### src/rtl/frame_pad_sequencer.sv
// Zero-pads an unpadded pixel stream by ADD_CELLS cells on every side and tags each
// output beat with padded row/col, line/frame markers and a full-filter-window flag.
//
// state  | meaning
// IDLE   | waiting for SOF; non-SOF beats are accepted and dropped
// PAD    | emitting zero border beats, input held off
// ACTIVE | forwarding one input pixel per output beat
// DONE   | last beat loaded, waiting for it to be taken
module frame_pad_sequencer #(
  parameter int PIX_DEPTH    = 4,
  parameter int FRAME_WIDTH  = 10,
  parameter int FRAME_HEIGHT = 8,
  parameter int FILTER_SIZE  = 5,
  parameter int ADD_CELLS    = (FILTER_SIZE - 1) / 2
) (
  input  logic                 clock,
  input  logic                 resetn,
  input  logic                 s_tvalid,
  output logic                 s_tready,
  input  logic [PIX_DEPTH-1:0] s_tdata,
  input  logic                 s_tuser,
  output logic                 m_tvalid,
  input  logic                 m_tready,
  output logic [PIX_DEPTH-1:0] m_tdata,
  output logic [1:0]           m_tuser,
  output logic                 m_twin,
  output logic [7:0]           m_row,
  output logic [7:0]           m_col,
  output logic                 frame_done,
  output logic                 err_sync
);

  localparam int PW = FRAME_WIDTH + 2 * ADD_CELLS;
  localparam int PH = FRAME_HEIGHT + 2 * ADD_CELLS;

  localparam logic [7:0] C_PW_M1   = 8'(PW - 1);
  localparam logic [7:0] C_PH_M1   = 8'(PH - 1);
  localparam logic [7:0] C_ADD     = 8'(ADD_CELLS);
  localparam logic [7:0] C_COL_END = 8'(ADD_CELLS + FRAME_WIDTH);
  localparam logic [7:0] C_ROW_END = 8'(ADD_CELLS + FRAME_HEIGHT);
  localparam logic [7:0] C_WIN     = 8'(2 * ADD_CELLS);

  localparam logic [1:0] S_IDLE   = 2'd0;
  localparam logic [1:0] S_PAD    = 2'd1;
  localparam logic [1:0] S_ACTIVE = 2'd2;
  localparam logic [1:0] S_DONE   = 2'd3;

  logic [1:0]           r_state;
  logic [7:0]           r_nrow;
  logic [7:0]           r_ncol;
  logic                 r_mvalid;
  logic [PIX_DEPTH-1:0] r_mdata;
  logic [1:0]           r_muser;
  logic                 r_mtwin;
  logic [7:0]           r_mrow;
  logic [7:0]           r_mcol;
  logic                 r_fdone;
  logic                 r_err;

  logic       w_load_ok;
  logic       w_wrap;
  logic       w_last;
  logic       w_next_active;
  logic       w_first_pix;
  logic       w_accept;
  logic       w_load;
  logic [7:0] w_nrow_nx;
  logic [7:0] w_ncol_nx;

  // r_nrow/r_ncol always name the cell the next output-register load will carry.
  always_comb begin
    w_load_ok     = !r_mvalid || m_tready;
    w_wrap        = (r_ncol == C_PW_M1);
    w_last        = w_wrap && (r_nrow == C_PH_M1);
    w_ncol_nx     = w_wrap ? 8'd0 : r_ncol + 8'd1;
    w_nrow_nx     = w_wrap ? r_nrow + 8'd1 : r_nrow;
    w_next_active = (w_nrow_nx >= C_ADD) && (w_nrow_nx < C_ROW_END) &&
                    (w_ncol_nx >= C_ADD) && (w_ncol_nx < C_COL_END);
    w_first_pix   = (r_nrow == C_ADD) && (r_ncol == C_ADD);
    s_tready      = resetn && ((r_state == S_IDLE) || ((r_state == S_ACTIVE) && w_load_ok));
    w_accept      = s_tvalid && s_tready;
    w_load        = ((r_state == S_PAD) && w_load_ok) || ((r_state == S_ACTIVE) && w_accept);
  end

  always_ff @(posedge clock) begin
    if (!resetn) begin
      r_state  <= S_IDLE;
      r_nrow   <= 8'd0;
      r_ncol   <= 8'd0;
      r_mvalid <= 1'b0;
      r_mdata  <= '0;
      r_muser  <= 2'b00;
      r_mtwin  <= 1'b0;
      r_mrow   <= 8'd0;
      r_mcol   <= 8'd0;
      r_fdone  <= 1'b0;
      r_err    <= 1'b0;
    end else begin
      r_fdone <= 1'b0;
      r_err   <= 1'b0;

      if (w_load) begin
        r_mvalid <= 1'b1;
        r_mdata  <= (r_state == S_ACTIVE) ? s_tdata : '0;
        r_mrow   <= r_nrow;
        r_mcol   <= r_ncol;
        r_muser  <= {(r_nrow == 8'd0) && (r_ncol == 8'd0), r_ncol == 8'd0};
        r_mtwin  <= (r_nrow >= C_WIN) && (r_ncol >= C_WIN);
        if (w_last) begin
          r_nrow <= 8'd0;
          r_ncol <= 8'd0;
        end else begin
          r_nrow <= w_nrow_nx;
          r_ncol <= w_ncol_nx;
        end
      end else if (m_tready) begin
        r_mvalid <= 1'b0;
      end

      case (r_state)
        S_IDLE:   if (s_tvalid && s_tuser) r_state <= S_PAD;
        S_PAD,
        S_ACTIVE: if (w_load) r_state <= w_last ? S_DONE : (w_next_active ? S_ACTIVE : S_PAD);
        S_DONE: begin
          if (!r_mvalid || m_tready) begin
            r_state <= S_IDLE;
            r_fdone <= 1'b1;
          end
        end
        default:  r_state <= S_IDLE;
      endcase

      // The SOF pixel itself lands in ACTIVE at the first active cell; only later SOFs are errors.
      if ((r_state == S_ACTIVE) && w_accept && s_tuser && !w_first_pix) r_err <= 1'b1;
    end
  end

  assign m_tvalid   = r_mvalid;
  assign m_tdata    = r_mdata;
  assign m_tuser    = r_muser;
  assign m_twin     = r_mtwin;
  assign m_row      = r_mrow;
  assign m_col      = r_mcol;
  assign frame_done = r_fdone;
  assign err_sync   = r_err;

endmodule

### config.mk
export PLATFORM = sky130hd
export DESIGN_NAME = frame_pad_sequencer
export DESIGN_NICKNAME = d
export VERILOG_FILES = /design/src/rtl/frame_pad_sequencer.sv
export SDC_FILE = /design/constraint.sdc
export NUM_CORES = 1
export LEC_CHECK = 0
export ABC_CLOCK_PERIOD_IN_PS = 2900
export CORE_MARGIN = 2
export CORE_UTILIZATION = 56
export CTS_BUF_LIST = sky130_fd_sc_hd__clkbuf_2
export CTS_CLUSTER_SIZE = 8
export DETAILED_ROUTE_END_ITERATION = 7
export MAX_ROUTING_LAYER = met4
export PLACE_DENSITY = 0.88
export SLEW_MARGIN = 20
export SYNTH_ARGS = -nofsm -noshare
export SYNTH_HDL_FRONTEND = slang
export SYNTH_SLANG_ARGS = --single-unit
### constraint.sdc
create_clock -name clock -period 2.9 [get_ports clock]
set_input_delay 0.435 -clock clock [delete_from_list [all_inputs] [get_ports clock]]
set_output_delay 0.435 -clock clock [all_outputs]
set_load 0.1 [all_outputs]
## Word level (Yosys, flattened, before mapping)

Cells that the tools add are included.

- Flip-flop bits (word level): 44
- Bits of input ports: 9
- Output and inout port bits: 27
- Logic and storage cells: 71

- Muxes and demuxes: 15
- Reductions and logical operators: 27
- Add/sub/neg operators: 2
- Eq/ne operators: 10
- $lt $le $gt $ge: 6

Operator list:

| cell | number |
|---|---|
| two-way mux 8 bit | 4 |
| adder 8 x 1 -> 8 bit, second input constant | 2 |
| equality test 8 x 2 -> 1 bit, second input constant | 2 |
| equality test 8 x 4 -> 1 bit, second input constant | 2 |
| >= comparator 8 x 2 -> 1 bit, second input constant | 2 |
| >= comparator 8 x 3 -> 1 bit, second input constant | 2 |
| logical NOT 8 bit | 2 |
| < comparator 8 x 4 -> 1 bit, second input constant | 2 |
| logical AND 1 bit | 15 |
| two-way mux 2 bit | 5 |
| case mux 2 bit (3 select lines) | 1 |
| equality test 2 bit, second input constant | 2 |
| two-way mux 1 bit | 4 |
| two-way mux 4 bit | 1 |
| inequality test 2 bit, second input constant | 2 |
| logical OR 1 bit | 3 |
| AND reduction 3 bit | 1 |
| equality test 2 x 1 -> 1 bit, second input constant | 1 |
| logical NOT 1 bit | 2 |
| logical NOT 2 bit | 1 |
| inequality test 2 x 1 -> 1 bit, second input constant | 1 |
| AND reduction 2 bit | 1 |
| nonzero test 2 bit | 1 |
| OR reduction 2 bit | 1 |

## Longest topological paths before layout

Gate-level depths: netlist of the first run.

- Depth after elaboration: 10
- Depth in mapped cells: 8
- Mapped depth without buffers: 7

## Worst setup path before layout of the first run

OpenSTA, ideal clock, no wires.

- Path type: reg-to-output
- Start: reg r_mvalid (netlist: m_tvalid)
- End: out s_tready
- Stages on the path, launching flop included: 4
- Path slack: 209 ps
- Arrival time: 2256 ps
- Buffers on the path: 0
- Data required time: 2465 ps
- Cell sequence: dfxtp_1 -> nand2b_1 -> a21oi_1 -> nor2_1

- Word-level cells in the longest chain between the ends: 5

Ends and longest elaborated chain:

| element | line | RTL |
|---|---|---|
| start: declaration | 51 | `logic r_mvalid;` |
| start signal: assignment | 90 | `r_mvalid <= 1'b0;` |
| start signal: assignment | 103 | `r_mvalid <= 1'b1;` |
| start signal: assignment | 117 | `r_mvalid <= 1'b0;` |
| logical NOT 1 bit | 72 | `w_load_ok = !r_mvalid \|\| m_tready;` |
| logical OR 1 bit | 72 |  |
| logical AND 1 bit | 80 | `s_tready = resetn && ((r_state == S_IDLE) \|\| ((r_state == S_ACTIVE) && w_load_ok));` |
| logical OR 1 bit | 80 |  |
| logical AND 1 bit | 80 |  |
| end: declaration | 19 | `output logic s_tready,` |

Every way passes these cells.

## Worst setup path after layout of the first run

- Start: reg r_ncol[0]
- End: reg r_state[0]

- Word-level cells in the longest chain between the ends: 10
- Elaborated cells between the ends (all ways): 16
- Those cells by class: 1 x add/sub; 4 x order compare; 1 x eq/ne; 6 x mux; 4 x reduce/logical

Ends and longest elaborated chain:

| element | line | RTL |
|---|---|---|
| start: declaration | 50 | `logic [7:0] r_ncol;` |
| start signal: assignment | 114 | `r_ncol <= w_ncol_nx;` |
| parallel branches: the longest is 7 deep, another holds adder 8 x 1 -> 8 bit | n/a |  |
| two-way mux 2 bit * (2 in series) | 123 | `S_ACTIVE: if (w_load) r_state <= w_last ? S_DONE : (w_next_active ? S_ACTIVE : S_PAD);` |
| case mux 2 bit (3 select lines) * | 120 | `case (r_state)` |
| end signal: assignment | 123 |  |
| end: declaration | 48 | `logic [1:0] r_state;` |

Mark *: on every way between the ends. The select of a mux whose other input is x is not followed.
A chain may end at the register's enable or synchronous reset.

==> results.py, run 1 <==
metrics = {
    "logic_synthesis": {
        "ys_top_cells_by_count": "nand2_1 (56), dfxtp_1 (44), a21oi_1 (42), nand3_1 (18), nor2_1 (15)",
        "yosysTopAreaCellShare": 0.372,
        "ys.flop_type": "dfxtp_1",
        "yosys_warnings": 0,
        "yosys.area.top_type": "dfxtp_1",
        "yosys-top-cells-area": "dfxtp_1 (37%), a21oi_1 (8.9%), nand2_1 (8.9%), ha_1 (6.3%), nand3_1 (3.8%)",
        "syn-cell-area_um2": 2370,
        "syn_nets": 324,
        "ys_seq_area_frac": 0.372,
        "syn_inst": 303,
        "yosysUniqueCellTypes": 49,
        "synth_edf_count": 0,
        "syn_avg_cell_area_um2": 7.82,
        "async_flop_share": 0,
        "yosysMostFrequentCell": "nand2_1",
        "ys_seq_elements": 44,
    },
    "sta": {
        "hold_viol_final": 0,
        "setup_tns_ns": 0,
        "rsz0062_at_grt": "false",
        "fmax_ghz": 0.434,
        "min_period_ns": 2.30,
        "holdWs_ns": 0.469,
        "setup_viol": 0,
        "slew_headroom": 0.616,
        "tightest_slew_ns": 0.571,
        "fin_skew_ns": 0.0260,
        "slew_viol_final": 0,
        "layout_worst_path_cycle_share": 0.794,
    },
    "floorplanning": {
        "die-area_um2": 4770,
        "io_pins": 36,
        "die_w_um": 69.1,
        "fp.dieH_um": 69.1,
        "core_um2": 4030,
        "start_util": 0.588,
        "rows": 23,
    },
    "routing": {
        "route.detailed.drc": 0,
        "num_vias": 2270,
        "routed_via_density": 5.97,
        "ant_nets": 0,
        "first_pass_iters": 5,
        "avgRoutedWirePerCell_um": 15.0,
        "drtIter0Drc": 231,
        "wirelength_mm": 5.69,
    },
    "placement": {
        "place_congestion": 0.965,
        "dpl.cell_count": 373,
        "dp_hpwl_mm": 4.10,
        "port_buffers": 35,
    },
    "clock_tree": {
        "clockRootBuffer": "clkbuf_2",
        "cts_made_buffers": 5,
        "tritoncts": "built",
        "cts_setup_buffers": 0,
        "ctsResizeCount": 0,
        "clock_latency_ns": 0.42,
        "clk_pin_slew_ns": 0.22,
        "cts_hold_buf": 0,
        "cts_num_sinks": 44,
        "cts_max_path_buffers": 2,
        "cts.htree.levels": 2,
    },
    "layout": {
        "n_antenna_cell": 0,
        "drive_above_1_share": 0.152,
        "final_cells": 380,
        "nets": 351,
        "fill_cells": 357,
        "syn_to_final_growth_pct": 14.4,
    },
    "pwr": {
        "p_per_area_nw_per_um2": 405,
        "p_leak_nw": 0.975,
        "ir_drop_uv": 250,
    },
    "setup_path": {
        "endpoint_kind": "register",
        "cp_max_fo": 8,
        "arrival_ns": 2.64,
        "start_kind": "register",
        "crit_type": "reg -> reg",
        "required_ns": 3.24,
    },
    "global_route": {
        "grt_pass1_wl_mm": 9.69,
        "grt_max_degree": 36,
        "grt_usage": 0.252,
        "antenna_found_initial": 0,
        "grt_pass1_vias": 2170,
        "grt_overflow_total": 0,
    },
    "min_path": {
        "hold_path_class": "reg -> reg",
    },
    "outcome": {
        "status": "complete, no violations",
    },
    "flow_run": {
        "maxCapViolCount": 0,
    },
}
## sequential cells by signal, indices dropped and copies added (netlist names)
| signal | count |
|---|---|
| m_col | 8 |
| m_row | 8 |
| r_ncol | 8 |
| r_nrow | 8 |
| m_tdata | 4 |
| m_tuser | 2 |
| r_state | 2 |
| err_sync | 1 |
| frame_done | 1 |
| m_tvalid | 1 |
| m_twin | 1 |
## worst max-delay path: stages, from the launching register on
cell and delay, ns:
dfxtp_1 0.50, ha_1 0.27, nand3_1 0.30, nor4_1 0.49, mux2i_1 0.27, nand3_1 0.14
o31a_1 0.26
## kinds of logic (layout without fill, tap and decap cells)
kind of cell / count (synthesis) / count (layout) / synth area share
flops: 44 / 44 / 0.372
xor+xnor: 6 / 6 / 0.0222
simple gates: 132 / 132 / 0.279
compound gates: 73 / 73 / 0.185
fa+ha+maj: 12 / 12 / 0.0634
mux: 2 / 2 / 0.00845
buf+inv: 34 / 61 / 0.0697
## per-stage QoR
| stage | total power (W) | worst slack, ns | instance area (um2) | util |
|---|---|---|---|---|
| after floorplan | 0.000783 | 0.209 | 2370 | - |
| after global placement | 0.000845 | 0.566 | 2670 | 0.663 |
| after detailed placement | 0.000849 | 0.485 | 2670 | 0.663 |
| after CTS | 0.00110 | 0.632 | 2710 | 0.673 |
| after global routing | 0.00114 | 0.344 | 2710 | 0.673 |
| final | 0.00110 | 0.597 | 2710 | 0.673 |
## where the power goes
group          internal, W  total (W)  switching [W]
sequential        0.000617   0.000628      0.0000110
combinational    0.0000644   0.000212       0.000147
clock            0.0000532   0.000257       0.000204
total             0.000734    0.00110       0.000362
## final timing paths
| path | startpoint | endpoint | slack (ns) | depth (start not counted) |
|---|---|---|---|---|
| setup / recovery | r_ncol[0] | r_state[0] | 0.60 | 6 |
| hold / removal | m_tdata[3] | m_tdata[3] | 0.47 | 2 |
| setup reg to reg | r_ncol[0] | r_state[0] | 0.60 | 6 |
| hold reg to reg | m_tdata[3] | m_tdata[3] | 0.47 | 2 |
## metal layers
metal | global-route usage | part of all wire
met5 | - | 0
met2 | 0.399 | 0.47
met1 | 0.311 | 0.44
met4 | 0.0980 | 0.023
met3 | 0.0585 | 0.062
## cell type report
| cell class | count | area, um2 | share of cell area |
|---|---|---|---|
| clock buffer | 5 | 25.0 | 0.00923 |
| inverter | 12 | 45.0 | 0.0166 |
| tap | 50 | 62.6 | 0.0231 |
| clock inverter | 2 | 12.5 | 0.00462 |
| timing repair buffer | 42 | 348 | 0.128 |
| sequential | 44 | 881 | 0.325 |
| multi-input combinational | 225 | 1340 | 0.493 |
## cells in the final DEF, fill, tap and decap left out, drive strengths merged, types with 2 or more instances in the layout
cell / count
nand2: 56
dfxtp: 44
a21oi: 42
buf: 34
nand3: 19
nor2: 15
ha: 12
inv: 11
o21ai: 9
clkdlybuf4s50: 8
nor3: 8
nor4: 7
xnor2: 6
clkbuf: 5
or3: 4
or4: 4
nor4b: 3
nand4: 3
a2bb2oi: 3
o22ai: 3
nor3b: 2
and3: 2
and4: 2
a211oi: 2
mux2i: 2
nand4b: 2
a311oi: 2
clkinv: 2
and2: 2
(Power assumes the default switching activity.)
==> inputs of run 2 (changes only) <==
--- a/config.mk
+++ b/config.mk
@@ -5,7 +5,7 @@
 export SDC_FILE = /design/constraint.sdc
 export NUM_CORES = 1
 export LEC_CHECK = 0
-export ABC_CLOCK_PERIOD_IN_PS = 2900
+export ABC_CLOCK_PERIOD_IN_PS = 2200
 export CORE_MARGIN = 2
 export CORE_UTILIZATION = 56
 export CTS_BUF_LIST = sky130_fd_sc_hd__clkbuf_2
==> constraint.sdc (replaced) <==
create_clock -name clock -period 2.2 [get_ports clock]
set_input_delay 0.33 -clock clock [delete_from_list [all_inputs] [get_ports clock]]
set_output_delay 0.33 -clock clock [all_outputs]
set_load 0.1 [all_outputs]
==> run 2 against run 1 <==
Effect of this change: worst hold slack improved by 0.0028 ns; first-iteration DRC count rose by 1.3%; routed wire length increased by 3.4%; worst setup slack got worse by 0.50 ns; non-clock buffer count is 22 higher; global-route usage is 1.1 points higher; critical path depth did not move; register-to-register slack worse by 0.50 ns; clock power rose by 77%; sequential share of layout area is 2.4 points lower; critical path type unchanged.
==> results.py, run 2 (synthesized netlist as in run 1, its figures left out) <==
metrics = {
    "pwr": {
        "clkPwrFrac": 0.288,
        "ir_drop_uv": 356,
        "comb_power_share": 0.188,
        "p_leak_nw": 1.11,
        "total_power_w": 0.00158,
        "p_sw_w": 0.000478,
        "p_int_w": 0.00110,
        "p_per_area_nw_per_um2": 536,
        "p_seq_frac": 0.524,
        "switching_share": 0.302,
    },
    "global_route": {
        "grt_pass1_vias": 2228,
        "grt_max_degree": 34,
        "antenna_found_initial": 0,
        "grt_usage": 0.263,
        "grt_pass1_wl_mm": 10.1,
        "grt_overflow_total": 0,
    },
    "layout": {
        "drive_above_1_share": 0.229,
        "n_antenna_cell": 0,
        "fin_area_um2": 2950,
        "nets": 373,
        "final_common_cell": "nand2_1",
        "layout_common_cells": "nand2_1 (56), buf_4 (54), a21oi_1 (42)",
        "syn_to_final_growth_pct": 24.7,
    },
    "setup_path": {
        "arrival_ns": 2.41,
        "regToRegSetupSlack_ns": 0.10,
        "required_ns": 2.52,
        "endpoint_kind": "register",
        "cp_max_fo": 3,
        "crit_type": "reg -> reg",
        "start_kind": "register",
    },
    "min_path": {
        "hold_path_class": "reg -> reg",
    },
    "clock_tree": {
        "cts.htree.levels": 2,
        "clockRootBuffer": "clkbuf_2",
        "clock_latency_ns": 0.41,
        "cts_made_buffers": 5,
        "cts_setup_buffers": 0,
        "clk_pin_slew_ns": 0.21,
        "tritoncts": "built",
        "cts_max_path_buffers": 2,
        "cts_num_sinks": 44,
    },
    "sta": {
        "rsz0062_at_grt": "true",
        "fin_skew_ns": 0.0157,
        "hold_viol_final": 0,
        "layout_worst_path_cycle_share": 0.954,
        "holdWs_ns": 0.472,
        "fmax_ghz": 0.477,
        "slew_headroom": 0.614,
        "slew_viol_final": 0,
        "min_period_ns": 2.10,
        "setup_viol": 0,
        "tightest_slew_ns": 0.573,
    },
    "floorplanning": {
        "rows": 23,
        "die-area_um2": 4770,
        "core_um2": 4030,
        "fp.dieH_um": 69.1,
        "io_pins": 36,
        "die_w_um": 69.1,
        "start_util": 0.588,
    },
    "placement": {
        "dp_hpwl_mm": 4.29,
        "place_congestion": 0.938,
        "placed_cell_area_um2": 2840,
        "port_buffers": 35,
    },
    "outcome": {
        "status": "complete, no violations",
    },
    "routing": {
        "first_pass_iters": 6,
        "wirelength_mm": 5.89,
        "num_vias": 2383,
        "avgRoutedWirePerCell_um": 14.6,
        "ant_nets": 0,
        "routed_via_density": 5.91,
        "drtIter0Drc": 234,
        "route.detailed.drc": 0,
    },
    "flow_run": {
        "maxCapViolCount": 0,
    },
}
run 2: cell types whose count changed in the layout (fill, tap and decap cells not counted), moves of 2 or more:
cell / previous run / this run
nor4_2: 0 / 2
dfxtp_2: 0 / 3
dfxtp_1: 44 / 40
buf_4: 33 / 54
nor4_1: 7 / 5
run 2: critical path: stages, from the launching register on:
cell and delay, ns:
dfxtp_1 0.41, inv_1 0.09, ha_1 0.31, inv_1 0.06, a221o_1 0.27, or4_1 0.56
o31a_1 0.32
run 2: routing by layer:
layer / share of wire / track usage / vias to the layer above
met1: 0.43 / 0.332 / 1115
met4: 0.019 / 0.0741 / 0
met5: 0 / - / -
met2: 0.49 / 0.426 / 82
met3: 0.060 / 0.0541 / 15
li1: - / - / 1171
run 2: power groups by stage:
stage | registers [W] | clock network (W) | logic, W
after floorplan | 0.000898 | 0 | 0.000136
after global placement | 0.000842 | 0 | 0.000284
after detailed placement | 0.000842 | 0 | 0.000289
after CTS | 0.000827 | 0.000470 | 0.000291
after global routing | 0.000832 | 0.000510 | 0.000320
final | 0.000829 | 0.000456 | 0.000298
run 2: per-stage QoR:
step / setup TNS, ns / std cells / util / setup slack (ns)
5_1_grt: -0.0102 / 403 / 0.733 / -0.00792
4_1_cts: 0 / 403 / 0.724 / 0.0357
3_5_place_dp: -0.242 / 395 / 0.706 / -0.0697
3_3_place_gp: -0.167 / 395 / 0.706 / -0.0647
6_report: 0 / 403 / 0.733 / 0.102
2_1_floorplan: 0 / 303 / - / 0.0579
run 2: timing repair:
item | CTS | global route
pin swaps | 0 | 0
setup endpoints to repair | 2 | 9
hold buffers | 0 | 0
gates resized for setup | 1 | 9
run 2: area by class of cell:
type / instances / area [um2]
Clock inverter: 3 / 42.5
Tap cell: 50 / 62.6
Multi-Input combinational cell: 225 / 1370
Clock buffer: 5 / 25.0
Timing Repair Buffer: 64 / 517
Fill cell: 320 / 1070
Inverter: 12 / 45.0
Sequential cell: 44 / 888
run 2: final timing paths:
path / from / end / cells past startpoint
worst max-delay path: r_state[1] / r_state[0] / 6
worst min register to register: m_tdata[0] / m_tdata[0] / 2
worst min-delay path: m_tdata[0] / m_tdata[0] / 2
worst max register to register: r_state[1] / r_state[0] / 6
